===== src/rtl/neuron_pkg.sv =====
// Shared types and constants for the leaky integrate-and-fire stage.
package neuron_pkg;

   localparam int DATA_W         = 32;
   localparam int MAX_BEATS_DEF  = 16;
   localparam int LEAK_SHIFT_DEF = 4;

   // Beat counter width; the counter never needs to hold MAX_BEATS itself
   // because the beat at count MAX_BEATS-1 ends the timestep.
   localparam int CNT_W = $clog2(MAX_BEATS_DEF);

   localparam logic [DATA_W-1:0] SAT_MAX = {1'b0, {(DATA_W-1){1'b1}}};
   localparam logic [DATA_W-1:0] SAT_MIN = {1'b1, {(DATA_W-1){1'b0}}};

   typedef enum logic [1:0] {
      ACCUM = 2'd0,
      LEAK  = 2'd1,
      OUT   = 2'd2
   } integ_state_t;

endpackage


===== src/rtl/neuron_integrator_sat_addsub.sv =====
// Combinational signed add/subtract that clamps instead of wrapping.
module sat_addsub #(
   parameter int WIDTH = 32
) (
   input  logic [WIDTH-1:0] a,
   input  logic [WIDTH-1:0] b,
   input  logic             sub,
   output logic [WIDTH-1:0] y
);

   localparam logic [WIDTH-1:0] MAX_V = {1'b0, {(WIDTH-1){1'b1}}};
   localparam logic [WIDTH-1:0] MIN_V = {1'b1, {(WIDTH-1){1'b0}}};

   logic [WIDTH:0] ext;
   logic           ovf;

   // One guard bit: overflow shows up as the guard and top bits disagreeing,
   // and the guard bit then carries the true sign of the result.
   always_comb begin
      if (sub) begin
         ext = {a[WIDTH-1], a} - {b[WIDTH-1], b};
      end else begin
         ext = {a[WIDTH-1], a} + {b[WIDTH-1], b};
      end
      ovf = ext[WIDTH] ^ ext[WIDTH-1];
      if (ovf) begin
         y = ext[WIDTH] ? MIN_V : MAX_V;
      end else begin
         y = ext[WIDTH-1:0];
      end
   end

endmodule


===== src/rtl/neuron_integrator.sv =====
// Leaky integrate-and-fire stage: accumulates signed products per timestep,
// applies a shift leak, compares to threshold and hands out one result.
//
//   state | meaning
//   ------+--------------------------------------------------------------
//   ACCUM | accepting products, potential += product (saturating)
//   LEAK  | one cycle: apply leak, compare, register spike/potential_out
//   OUT   | result presented on spike_valid until spike_ready
module neuron_integrator
   import neuron_pkg::*;
#(
   parameter int WIDTH      = DATA_W,
   parameter int MAX_BEATS  = MAX_BEATS_DEF,
   parameter int LEAK_SHIFT = LEAK_SHIFT_DEF
) (
   input  logic             clk,
   input  logic             rst,
   input  logic             in_valid,
   output logic             in_ready,
   input  logic [WIDTH-1:0] in_data,
   input  logic             in_last,
   input  logic [WIDTH-1:0] threshold,
   output logic             spike_valid,
   input  logic             spike_ready,
   output logic             spike,
   output logic [WIDTH-1:0] potential_out
);

   integ_state_t state, state_nxt;

   logic signed [WIDTH-1:0] potential;
   logic        [WIDTH-1:0] sum;
   logic        [WIDTH-1:0] leak_amt;
   logic        [WIDTH-1:0] leaked;
   logic        [CNT_W-1:0] beat_cnt;
   logic                    accept;
   logic                    end_beat;
   logic                    fire;

   assign accept   = in_valid & in_ready;
   assign end_beat = in_last | (beat_cnt == CNT_W'(MAX_BEATS - 1));
   assign fire     = $signed(leaked) >= $signed(threshold);

   // Leak amount; a zero shift must mean no leak, not p - p.
   always_comb begin
      leak_amt = '0;
      if (LEAK_SHIFT != 0) begin
         leak_amt = potential >>> LEAK_SHIFT;
      end
   end

   sat_addsub #(.WIDTH(WIDTH)) u_add (
      .a   (potential),
      .b   (in_data),
      .sub (1'b0),
      .y   (sum)
   );

   sat_addsub #(.WIDTH(WIDTH)) u_leak (
      .a   (potential),
      .b   (leak_amt),
      .sub (1'b1),
      .y   (leaked)
   );

   // State register.
   always_ff @(posedge clk) begin
      if (rst) begin
         state <= ACCUM;
      end else begin
         state <= state_nxt;
      end
   end

   // Next-state and handshake outputs.
   always_comb begin
      state_nxt   = state;
      in_ready    = 1'b0;
      spike_valid = 1'b0;
      case (state)
         ACCUM: begin
            in_ready = 1'b1;
            if (accept && end_beat) begin
               state_nxt = LEAK;
            end
         end
         LEAK: begin
            state_nxt = OUT;
         end
         OUT: begin
            spike_valid = 1'b1;
            if (spike_ready) begin
               state_nxt = ACCUM;
            end
         end
         default: begin
            state_nxt = ACCUM;
         end
      endcase
   end

   // Potential, beat counter and registered result.
   always_ff @(posedge clk) begin
      if (rst) begin
         potential     <= '0;
         beat_cnt      <= '0;
         spike         <= 1'b0;
         potential_out <= '0;
      end else begin
         case (state)
            ACCUM: begin
               if (accept) begin
                  potential <= sum;
                  beat_cnt  <= beat_cnt + 1'b1;
               end
            end
            LEAK: begin
               spike         <= fire;
               potential_out <= leaked;
               potential     <= fire ? '0 : leaked;
               beat_cnt      <= '0;
            end
            default: begin
            end
         endcase
      end
   end

endmodule

===== config.mk =====
export PLATFORM = sky130hd
export DESIGN_NAME = neuron_integrator
export DESIGN_NICKNAME = d
export VERILOG_FILES = /design/src/rtl/neuron_pkg.sv /design/src/rtl/neuron_integrator_sat_addsub.sv /design/src/rtl/neuron_integrator.sv
export SDC_FILE = /design/constraint.sdc
export NUM_CORES = 1
export LEC_CHECK = 0
export ABC_AREA = 1
export CAP_MARGIN = 30
export CORE_AREA = 2 2 136 138
export DETAILED_ROUTE_END_ITERATION = 12
export DIE_AREA = 0 0 138 140
export PLACE_DENSITY = 0.76
export SETUP_SLACK_MARGIN = 0.02
export SYNTH_ARGS = -nofsm -noshare
export SYNTH_HDL_FRONTEND = slang
export SYNTH_SLANG_ARGS = --single-unit

===== constraint.sdc =====
create_clock -name clk -period 3.55 [get_ports clk]
set_input_delay 0.355 -clock clk [delete_from_list [all_inputs] [get_ports clk]]
set_output_delay 0.355 -clock clk [all_outputs]
set_load 0.02 [all_outputs]

======== Word-level counts from Yosys, hierarchy flattened ========
Index checks and enable logic that the tools add are counted.
word-level totals
  word-level logic and storage cells ...... 38
  bits of input ports ..................... 69
  bits in registers ....................... 71
  output and inout bits ................... 35
cells by class
  eq/ne operators ......................... 6
  $add $sub $neg .......................... 3
  order comparisons ....................... 1
  mux-type cells .......................... 14
  bitwise logic cells ..................... 4
  reduce and logical (&&, ||, !) cells .... 5
operator list
  cell                                                              count
  32-bit two-way mux                                                6
  32-bit one-hot mux with 2 select lines                            1
  32-bit by 32-bit adder with 33-bit output                         1
  32-bit by 28-bit subtractor with 33-bit output                    1
  32-bit greater-or-equal comparator                                1
  4-bit one-hot mux with 2 select lines                             1
  2-bit inequality test (second input constant)                     3
  2-bit one-hot mux with 3 select lines                             1
  4-bit by 1-bit adder with 4-bit output (second input constant)    1
  4-bit == test (second input constant)                             1
  2-bit two-way mux                                                 2
  4-bit two-way mux                                                 1
  2-bit AND reduction                                               2
  2-bit by 1-bit == test with 1-bit output (second input constant)  1
  2-bit == test (second input constant)                             1
  2-bit logical NOT                                                 1
  1-bit two-way mux                                                 2
  2-bit nonzero test                                                1
  1-bit XOR                                                         2
  1-bit AND                                                         1
  1-bit logical AND                                                 1
  1-bit OR                                                          1

======== Depth between registers and ports, before layout ========
Gate-level depths: netlist of run 1.
  depth after elaboration ................. 6
  depth in mapped cells ................... 34
  depth with buffers taken out ............ 32

======== Cells and area by module ========
Synthesis of run 1 repeated with hierarchy kept, for this count alone.
unflattened totals
  cell total of the unflattened synthesis .. 1819
  area total of the unflattened synthesis .. 10538.9 µm²
modules (own cells, without submodules)
  module             cells an instance  area each (µm²)  sequential area each (µm²)  times used
  sat_addsub         641                3320.7           0.0                         2
  neuron_integrator  537                3897.5           1421.4                      1

======== Least setup slack after synthesis of run 1 ========
No wires, ideal clock.
  kind .................................... reg2reg
  start ................................... register potential[4]
  end ..................................... register potential[30]
  period minus slack after synthesis ...... 3.477 ns
  setup time .............................. 0.070 ns
  path buffers ............................ 2
  arrival time ............................ 3.407 ns
  setup slack ............................. 0.073 ns
  data required time ...................... 3.480 ns
  stages on the path, launching flop included .. 29
  cells stage by stage .................... dfxtp_1 > ha_1 > inv_1 > fa_1 > nand2_1 > nand2_1 > nand3_1 > nand2_2 > nand2_2 > nand2_2 > nand2_2 > nand2_4 > nand2_4 > buf_6 > nand2_1 > nand2_2 > inv_1 > ha_1 > nand4_1 > nor3_1 > nand2_1 > nand2_1 > nand2_1 > nand3b_1 > inv_1 > nor2_4 > buf_4 > nand3_1 > a21oi_1
on the way
  longest elaborated chain between the ends .. 6
  elaborated cells on any way between the ends .. 12
  classes of those cells .................. 2 x add/sub; 1 x order compare; 7 x mux; 2 x bitwise
ends and longest elaborated chain
  item                                                    line                                                                    text
  from (decl)                                             neuron_integrator.sv:31                                                 logic signed [WIDTH-1:0] potential;
  from (signal assigned)                                  neuron_integrator.sv:113                                                potential <= sum;
  from (signal assigned)                                  neuron_integrator.sv:120                                                potential <= fire ? '0 : leaked;
  32-bit by 28-bit subtractor with 33-bit output *        neuron_integrator_sat_addsub.sv:21                                      ext = {a[WIDTH-1], a} - {b[WIDTH-1], b};
  32-bit two-way mux / 1-bit XOR (equally long branches)  neuron_integrator_sat_addsub.sv:27, neuron_integrator_sat_addsub.sv:25
  32-bit two-way mux *                                    neuron_integrator_sat_addsub.sv:26                                      if (ovf) begin
  net leaked[14]                                          neuron_integrator.sv:34                                                 logic [WIDTH-1:0] leaked;
  32-bit greater-or-equal comparator *                    neuron_integrator.sv:42                                                 assign fire = $signed(leaked) >= $signed(threshold);
  32-bit two-way mux *                                    neuron_integrator.sv:120
  32-bit one-hot mux with 2 select lines *                neuron_integrator.sv:110                                                case (state)
The timed path passes the listed nets; every way through them passes the cells marked *. The select of a mux whose other input is x is not followed.
A chain may end at the register's enable or synchronous reset.

======== Worst setup path after layout of run 1 ========
  start ................................... register potential[4]
  end ..................................... register potential[26]
Same word-level chain as after synthesis.

==> results of run 1 <==
## area by class of cell
class	count	area (um2)
Inverter	261	995
Clock inverter	7	62.6
Tap cell	229	287
Fill cell	1502	4780
Multi-Input combinational cell	1160	7400
Clock buffer	9	225
Timing Repair Buffer	284	2520
Sequential cell	71	1510
## power groups by stage
stage	Sequential [uW]	Clock (uW)	Combinational, uW
5_1_grt	1080	951	8860
6_report	1070	921	8280
3_5_place_dp	1030	0	5990
4_1_cts	1060	920	7280
2_1_floorplan	1050	0	3520
3_3_place_gp	1020	0	5910
## critical path: stages, from the launching register on
cell	delay, ps
dfxtp_4	360
buf_6	120
ha_4	280
buf_4	130
nand2_2	70
nor2_2	100
nand3_2	100
nand2_4	100
nand2_2	50
nand2_2	80
nand2_2	60
nand2_4	120
inv_4	60
buf_4	130
buf_4	120
ha_1	310
nand2_1	80
nor2_1	170
nand2_2	110
nor4_4	210
nand2_2	110
nand3b_1	140
inv_2	60
nor2_4	120
buf_12	140
buf_12	150
nand3_2	80
a21oi_2	160
## flip-flops by register name, summed over array words and instances (netlist names)
register       cells
spike              1
beat_cnt           4
potential         32
potential_out     32
state              2
## worst max path at each step
stage / slack [ps] / start / cells after the start / end
final: -280 / potential[4] / 27 / potential[26]
after global routing: -470 / potential[0] / 25 / potential[26]
after CTS: -40 / potential[4] / 32 / potential[24]
after detailed placement: -680 / potential[4] / 29 / potential[31]
after global placement: -600 / potential[4] / 29 / potential[31]
after floorplan: 70 / potential[4] / 28 / potential[30]
## repair_timing
| action | 4_1_cts | 5_1_grt |
|---|---|---|
| cloned | 2 | 1 |
| resized for setup | 216 | 115 |
| pin swaps | 53 | 71 |
| endpoints found under the setup margin | 33 | 33 |
| buffers inserted | 25 | 12 |
## placed cells by master, fill, tap and decap left out, types with 4 or more instances in the layout
cell | synthesis | routed
nor3_2 | 1 | 4
a21oi_4 | 2 | 5
a21oi_1 | 94 | 54
buf_12 | 0 | 8
nand2_1 | 556 | 483
nand3_1 | 67 | 54
ha_1 | 96 | 58
o21ai_0 | 47 | 44
o21a_1 | 5 | 5
inv_2 | 7 | 20
dfxtp_1 | 71 | 43
nor2_4 | 1 | 5
ha_4 | 0 | 37
inv_6 | 0 | 5
buf_6 | 4 | 4
buf_4 | 5 | 168
nand2_2 | 26 | 70
inv_1 | 254 | 235
clkdlybuf4s50_1 | 0 | 103
nor2_2 | 8 | 26
dfxtp_2 | 0 | 8
nand4_1 | 7 | 7
o21bai_1 | 12 | 10
nand2_8 | 0 | 4
xor2_1 | 26 | 23
a21oi_2 | 11 | 48
a22o_1 | 17 | 17
nand3_2 | 3 | 14
nand2_4 | 3 | 28
o211ai_1 | 4 | 4
nand3b_1 | 10 | 10
xnor2_1 | 13 | 13
clkbuf_16 | 0 | 10
dfxtp_4 | 0 | 20
nor2_1 | 123 | 101
nor3_1 | 14 | 11
inv_4 | 0 | 6
## per-layer routing
| layer | vias up | wire length [um] | track usage [%] |
|---|---|---|---|
| li1 | 5299 | - | - |
| met1 | 4871 | 15000 | 42.6 |
| met2 | 435 | 16100 | 57.7 |
| met3 | 122 | 2430 | 7.01 |
| met4 | 0 | 1620 | 13.8 |
| met5 | - | 0 | 0 |
## cells by family (layout without fill, tap and decap cells)
family	count (synthesis)	in the layout	synth area share, %
compound gates	197	197	13.5
xor+xnor	39	39	3.91
fa+ha+maj	98	98	14.2
buf+inv	290	561	13.0
flops	71	71	16.3
simple gates	826	826	39.1
## metrics by stage
stage | instance area [um2] | power, uW | worst slack, ps
6_report | 13000 | 10300 | -278
5_1_grt | 13000 | 10900 | -472
4_1_cts | 12500 | 9260 | -41.2
3_5_place_dp | 11100 | 7020 | -678
3_3_place_gp | 11000 | 6930 | -596
2_1_floorplan | 8740 | 4580 | 73.1
==> qor.txt, run 1 <==
Largest net degree at the start of global routing -> 48
Syn Nets -> 1688
R2r worst-path depth -> 27
Mapped Cells -> 1521
Net Sw Power -> 5270 uW
Reg power frac -> 10.4%
Setup TNS -> -7180 ps
Placed wire-length estimate -> 26400 um
Mapped Avg Cell Area -> 5.75 um2
R2r startpoint -> potential[4]
Final core utilization -> 73.1%
# IOs -> 104
Slew @ Worst Pin -> 622 ps
Cell taking the most area after synthesis -> nand2_1
Port-buffer cells -> 103
Reg-to-Reg End -> potential[26]
Post-layout instance count excluding filler cells -> 2021
H-tree depth -> 3
Fraction of layout cells with a size suffix above 1 -> 28.3%
Sequential area share after synthesis -> 16.3%
Root Driver -> clkbuf_16
Slew margin rel. -> 58.5%
#FFs+latches synth -> 71
Synth warnings -> 0
HP Class -> reg -> reg
CTS max path bufs -> 2
WHS -> 456 ps
CTS Hold Bufs -> 0
Total wire length -> 35100 um
Crit start category -> flop
RSZ-0062 raised after global routing -> true
Core Area -> 17800 um2
FF-to-FF setup slack -> -280 ps
GR Overflow Total -> 0
Outcome -> finished with violations
Placed insts -> 1970
Initial Utilization -> 49.2%
GR Util All Layers -> 34.1%
Mapped Area -> 8740 um2
Row cnt -> 49
Fin crit share -> 108%
Height of the die -> 140 um
CTS tree -> built
Switch share -> 51.3%
Violated checks -> setup timing
Top-area cell type share of the netlist area -> 23.9%
Maximum vdd drop -> 0.476 mV
Skew-Pair Late Insertion Delay -> 360 ps
PD cells -> 790 nW/um2
Max Clock Freq -> 261 MHz
GPL Wtd Cong -> 0.975
Number of remaining DRC errors -> 0
Setup ws final -> -278 ps
P&R area growth vs syn -> 48.7%
Crit path capture type -> flop
Final-report hold violation count -> 0
Via/cell ratio -> 5.31
Pint -> 5000 uW
Synth top area cells -> nand2_1, dfxtp_1, ha_1
Number of cells on the worst hold path -> 2
Commonest cells in the netlist -> nand2_1, inv_1, nor2_1, ha_1, a21oi_1
Via count -> 10700
Min-delay src -> potential_out[27]
Die Footprint -> 19300 um2
Final Max Slew Viols -> 0
1st-iter DRT viols -> 852
Max-cap viol count -> 0
Combinational group share of total power -> 80.6%
Nets -> 1954
First-pass GRT wire length -> 52800 um
FFs w/ async S/R, synth -> 0%
Crit Path Max Fanout -> 7
Synth Flop Type -> dfxtp_1
ANT nets after route -> 0
Total CTS buffers -> 9
Vias in the first global route -> 10200
Diodes inserted -> 0
Die X -> 138 um
Hold path endpoint -> potential_out[27]
Initial antenna violation count -> 0
Library cells used by synthesis -> 40
Setup Skew -> 12.5 ps
WP data required -> 3830 ps
WP data arrival -> 4100 ps
Crit path time final -> 3830 ps
Count leader, synth -> nand2_1
Drt pass-1 iters -> 5
WL/cell -> 17.4 um
CTS clk-pin slew, worst paths -> 70 ps
Num Clock Sinks -> 71
Setup CP Type -> reg -> reg
Setup violators final -> 33
Clock share of power -> 9.0%
Static leakage -> 0.00680 uW
Number of flops mapped to enable cells by yosys -> 0
Power figures use the tool's default switching activity.
==> run 2: changes to the inputs <==
CTS_CLUSTER_DIAMETER = 120   (was not set)
==> results of run 2 <==
No change in the layout: final DEF, timing and power equal those of run 1.
